--- src/rtl/rv32_instruction_encoder.sv ---
// Encodes structured RV32I instruction requests into 32-bit words streamed to instruction memory.
// Optional macro ENCODER_IMM_CHECK_EN rejects immediates that do not fit their instruction field.
//
// state | meaning
// IDLE  | waiting for a request, in_ready high unless flushing
// ENC   | captured request being encoded and legality-checked
// OUT   | encoded word presented, held until out_ready
module rv32_instruction_encoder #(
  parameter int          ADDR_W    = 8,
  parameter int unsigned BASE_ADDR = 0
) (
  input  logic              clk,
  input  logic              rst_n,
  input  logic              flush,
  input  logic              in_valid,
  output logic              in_ready,
  input  logic [3:0]        in_kind,
  input  logic [4:0]        in_rd,
  input  logic [4:0]        in_rs1,
  input  logic [4:0]        in_rs2,
  input  logic [31:0]       in_imm,
  output logic              out_valid,
  input  logic              out_ready,
  output logic [31:0]       out_data,
  output logic [ADDR_W-1:0] out_addr,
  output logic              err_pulse,
  output logic              err_sticky,
  output logic [ADDR_W:0]   word_count
);

  localparam logic [ADDR_W-1:0] BASE    = ADDR_W'(BASE_ADDR);
  localparam logic [ADDR_W:0]   CNT_MAX = '1;

  localparam logic [6:0] OP_R     = 7'b0110011;
  localparam logic [6:0] OP_IMM   = 7'b0010011;
  localparam logic [6:0] OP_JALR  = 7'b1100111;
  localparam logic [6:0] OP_LUI   = 7'b0110111;
  localparam logic [6:0] OP_AUIPC = 7'b0010111;
  localparam logic [6:0] OP_JAL   = 7'b1101111;

  typedef enum logic [1:0] {IDLE, ENC, OUT} state_t;

  state_t      state;
  logic [3:0]  kind_q;
  logic [4:0]  rd_q, rs1_q, rs2_q;
  logic [31:0] imm_q;
  logic [31:0] enc_word;
  logic        enc_legal;
  logic        imm12_ok, immu_ok, immj_ok;

  assign in_ready = (state == IDLE) && !flush;

`ifdef ENCODER_IMM_CHECK_EN
  always_comb begin
    imm12_ok = (imm_q[31:11] == '0) || (imm_q[31:11] == '1);
    immu_ok  = (imm_q[11:0] == '0);
    immj_ok  = ((imm_q[31:20] == '0) || (imm_q[31:20] == '1)) && !imm_q[0];
  end
`else
  always_comb begin
    imm12_ok = 1'b1;
    immu_ok  = 1'b1;
    immj_ok  = 1'b1;
  end
`endif

  always_comb begin
    enc_word  = '0;
    enc_legal = 1'b1;
    case (kind_q)
      4'd0: enc_word = {7'b0000000, rs2_q, rs1_q, 3'b000, rd_q, OP_R};
      4'd1: enc_word = {7'b0100000, rs2_q, rs1_q, 3'b000, rd_q, OP_R};
      4'd2: enc_word = {7'b0000000, rs2_q, rs1_q, 3'b111, rd_q, OP_R};
      4'd3: enc_word = {7'b0000000, rs2_q, rs1_q, 3'b110, rd_q, OP_R};
      4'd4: enc_word = {7'b0000000, rs2_q, rs1_q, 3'b100, rd_q, OP_R};
      4'd5: begin
        enc_word  = {imm_q[11:0], rs1_q, 3'b000, rd_q, OP_IMM};
        enc_legal = imm12_ok;
      end
      4'd6: begin
        enc_word  = {imm_q[11:0], rs1_q, 3'b000, rd_q, OP_JALR};
        enc_legal = imm12_ok;
      end
      4'd7: begin
        enc_word  = {imm_q[31:12], rd_q, OP_LUI};
        enc_legal = immu_ok;
      end
      4'd8: begin
        enc_word  = {imm_q[31:12], rd_q, OP_AUIPC};
        enc_legal = immu_ok;
      end
      4'd9: begin
        enc_word  = {imm_q[20], imm_q[10:1], imm_q[11], imm_q[19:12], rd_q, OP_JAL};
        enc_legal = immj_ok;
      end
      default: enc_legal = 1'b0;
    endcase
  end

  // flush outranks every transition and discards any word in flight
  always_ff @(posedge clk or negedge rst_n) begin
    if (!rst_n) begin
      state      <= IDLE;
      kind_q     <= '0;
      rd_q       <= '0;
      rs1_q      <= '0;
      rs2_q      <= '0;
      imm_q      <= '0;
      out_data   <= '0;
      out_addr   <= BASE;
      out_valid  <= 1'b0;
      err_pulse  <= 1'b0;
      err_sticky <= 1'b0;
      word_count <= '0;
    end else if (flush) begin
      state      <= IDLE;
      out_valid  <= 1'b0;
      err_pulse  <= 1'b0;
      err_sticky <= 1'b0;
      out_addr   <= BASE;
      word_count <= '0;
    end else begin
      err_pulse <= 1'b0;
      case (state)
        IDLE: if (in_valid) begin
          kind_q <= in_kind;
          rd_q   <= in_rd;
          rs1_q  <= in_rs1;
          rs2_q  <= in_rs2;
          imm_q  <= in_imm;
          state  <= ENC;
        end
        ENC: begin
          out_data <= enc_word;
          if (enc_legal) begin
            out_valid <= 1'b1;
            state     <= OUT;
          end else begin
            err_pulse  <= 1'b1;
            err_sticky <= 1'b1;
            state      <= IDLE;
          end
        end
        OUT: if (out_ready) begin
          out_valid <= 1'b0;
          out_addr  <= out_addr + 1'b1;
          if (word_count != CNT_MAX) word_count <= word_count + 1'b1;
          state <= IDLE;
        end
        default: state <= IDLE;
      endcase
    end
  end

endmodule

--- config.mk ---
export PLATFORM = sky130hd
export DESIGN_NAME = rv32_instruction_encoder
export DESIGN_NICKNAME = d
export VERILOG_FILES = /design/src/rtl/rv32_instruction_encoder.sv
export SDC_FILE = /design/constraint.sdc
export NUM_CORES = 1
export LEC_CHECK = 0
export ABC_AREA = 0
export BUFFER_PORTS_ARGS = -buffer_cell sky130_fd_sc_hd__buf_2
export CORE_ASPECT_RATIO = 0.75
export CORE_MARGIN = 5
export CORE_UTILIZATION = 40
export CTS_BUF_LIST = sky130_fd_sc_hd__clkbuf_4
export CTS_CLUSTER_DIAMETER = 100
export DETAILED_ROUTE_END_ITERATION = 16
export PLACE_DENSITY = 0.73
export RECOVER_POWER = 100
export SYNTH_ARGS = -nofsm -noshare
export SYNTH_HDL_FRONTEND = slang
export SYNTH_SLANG_ARGS = --single-unit
--- constraint.sdc ---
create_clock -name clk -period 4.7 [get_ports clk]
set_clock_uncertainty 0.1 [all_clocks]
set_input_delay 0.94 -clock clk [delete_from_list [all_inputs] [get_ports clk]]
set_output_delay 0.94 -clock clk [all_outputs]
set_load 0.05 [all_outputs]
==> run_results.csv <==
group,metric,value,unit
clock_tree,cts_buffer_depth,2,
timing,max_freq,296,MHz
timing,tns,0,ps
yosys,synth_cell_types,49,
yosys,netlist_area,0.00512,sq mm
clock_tree,cts_sinks,104,
detailed_routing,drt_iter0_drc,237,
worst_setup_path,r2r_slack,2040,ps
min_path,hp-class,"register to register",
worst_setup_path,crit_required,4960,ps
yosys,synth_nets,512,
clock_tree,cts_resized,0,
yosys,synthArstFlopShare,100,%
floorplan,dieArea,0.0152,sq mm
yosys,ys.flop_type,"dfrtp_1",
worst_setup_path,path_max_fanout,24,
clock_tree,clk_pin_slew,140,ps
final_layout,n_fill_cell,1193,
floorplan,coreArea,0.0124,sq mm
yosys,synth_seq_cells,104,
floorplan,start_util,41.3,%
worst_setup_path,cp.arrival,3640,ps
global_routing,antenna_found_initial,0,
timing,hold_violations,0,
clock_tree,ctsHoldBuffers,0,
worst_setup_path,end_kind,"register",
detailed_routing,via_count,3866,
final_layout,layout-drive-gt1-share,13.7,%
clock_tree,clk_latency,470,ps
global_routing,grt_usage,16.8,%
detailed_routing,routed_via_density,5.41,
yosys,synth_edf_count,0,
yosys,synth-seq-area-share,50.8,%
worst_setup_path,critPathSlowestCell,"clkbuf_1",
clock_tree,htreeDepth,3,
final_layout,diodes,0,
timing,tightest_slew,1940,ps
yosys,yosys.area.top_type,"dfrtp_1",
final_layout,fin_nets,603,
clock_tree,cts_buffers,9,
clock_tree,cts_tree,"yes",
detailed_routing,drt_wl_total,12800,um
timing,min_period,3380,ps
yosys,synthTopCellsByArea,"dfrtp_1 (51%), mux2_4 (13%), nand2_1 (3.6%)",
timing,maxSlewViolCount,80,
outcome,violations,"capacitance limit, slew limit",
floorplan,die_y,108,um
outcome,status,"finished with violations",
global_routing,grt-ovfl-total,0,
yosys,yosysMostFrequentCell,"dfrtp_1",
detailed_routing,ant_nets,0,
timing,rsz0062_at_grt,"no",
placement,gp_congestion,0.820,
clock_tree,post-cts-setup-buffers,0,
final_layout,area_growth,8.33,%
timing,setup_viol,0,
run,cap_violations,1,
global_routing,grt_pass1_wl,20500,um
timing,whs,395,ps
yosys,syn_inst,453,
worst_setup_path,cpPeakStageDelay,780,ps
clock_tree,root_buffer,"clkbuf_4",
detailed_routing,route.detailed.drc,0,
worst_setup_path,crit_chain,"clkbuf_1 > nor2_1 > nand2_1 > clkbuf_1 > a211oi_1 > a221o_1",
yosys,ys_warn_count,0,
worst_setup_path,cp-start-kind,"primary input",
yosys,synthTopCellsByCount,"dfrtp_1 (104), nand2_1 (49), mux2_4 (44)",
placement,dp_hpwl,9140,um
floorplan,std_cell_rows,35,
detailed_routing,dr.pass1.iters,4,
timing,slew_headroom,-29.1,%
floorplan,fp.dieW,141,um
global_routing,grt_max_degree,80,
floorplan,io-pin-count,109,
worst_setup_path,critPathKind,"primary input to register",
timing,period_share,71.9,%
power_and_ir_drop,power_density,464,mW/mm^2
yosys,synth_top_cell_area_share,50.8,%
placement,port_buffers,108,
worst_setup_path,cp_common_cell,"clkbuf_1",
yosys,synth_area_per_cell,11.3,sq um
global_routing,grt_pass1_vias,3938,
power_and_ir_drop,cellLeakagePower,2.40,nW
detailed_routing,wl_per_cell,17.9,um
power_and_ir_drop,vdd_drop_max,226,uV
[flip-flops by register name, indices dropped and copies added (netlist names), 4 cells and up]
| name | count |
|---|---|
| kind_q | 4 |
| rs1_q | 5 |
| rs2_q | 5 |
| word_count | 9 |
| rd_q | 5 |
| out_addr | 8 |
| imm_q | 32 |
| out_data | 31 |
[placed cells by master (no fill, tap or decap), types with 8 or more instances in the layout]
cell / instances
o21ai_0: 29
buf_2: 53
dfrtp_1: 104
nor2b_1: 10
mux2i_1: 11
a21oi_1: 16
nor2_1: 32
inv_1: 9
clkbuf_4: 10
and3_1: 8
nand4_1: 10
nand2_1: 49
clkbuf_1: 56
a22o_1: 8
mux2_1: 43
[through the flow]
step | area [sq um] | cells | setup slack (ps) | power, W | utilization (%)
6_report | 5550 | 715 | 1320 | 0.00258 | 44.8
5_1_grt | 5550 | 715 | 942 | 0.00272 | 44.8
4_1_cts | 5800 | 715 | 1880 | 0.00270 | 46.8
3_5_place_dp | 5690 | 699 | 1750 | 0.00230 | 45.9
3_3_place_gp | 5690 | 699 | 1840 | 0.00227 | 45.9
2_1_floorplan | 5120 | 453 | 2020 | 0.00203 | -
[worst max-delay path, delay by kind of cell]
kind                   cells  cell delay, ps
AOI/OAI and AO/OA          2             590
buffers and inverters      2            1550
and+or+nand+nor            2             560
[final timing paths]
check,cells past startpoint,startpoint,endpoint
worst min register to register,2,out_data[4]$_DFFE_PN0P_,out_data[4]$_DFFE_PN0P_
worst max-delay path,6,flush,out_data[17]$_DFFE_PN0P_
max in group asynchronous,2,rst_n,rs2_q[0]$_DFFE_PN0P_
worst max register to register,5,state[1]$_DFFE_PN0P_,out_data[17]$_DFFE_PN0P_
worst min-delay path,2,out_data[4]$_DFFE_PN0P_,out_data[4]$_DFFE_PN0P_
min in group asynchronous,1,rst_n,word_count[5]$_DFFE_PN0P_
[cells by family (layout without fill, tap and decap cells)]
group | Yosys count | count (layout) | share of synthesized area, %
compound gates | 97 | 97 | 12.6
xor+xnor | 14 | 14 | 2.39
fa+ha+maj | 3 | 3 | 0.733
buf+inv | 41 | 137 | 4.81
flops | 104 | 104 | 50.8
mux | 57 | 57 | 15.5
simple gates | 137 | 137 | 13.2
[where the power goes]
part	total, W	switching, W	internal [W]
Sequential	0.00126	0.000183	0.00108
Combinational	0.000919	0.000653	0.000266
Clock	0.000394	0.000288	0.000107
Total	0.00258	0.00112	0.00145
[area by class of cell]
type	count	area, sq um	area share (%)
multi-input combinational	308	2110	38.0
sequential	104	2600	46.9
clock buffer	10	75.1	1.35
tap	166	208	3.74
inverter	9	33.8	0.609
clock inverter	6	26.3	0.473
timing repair buffer	112	495	8.93
[per-layer routing]
metal,vias to the layer above,track usage (%),routed length [um]
li1,1801,-,-
met1,1921,22.9,6180
met2,123,26.3,5690
met3,21,4.55,675
met4,0,5.39,238
met5,-,0,0
Power figures use the tool's default switching activity.
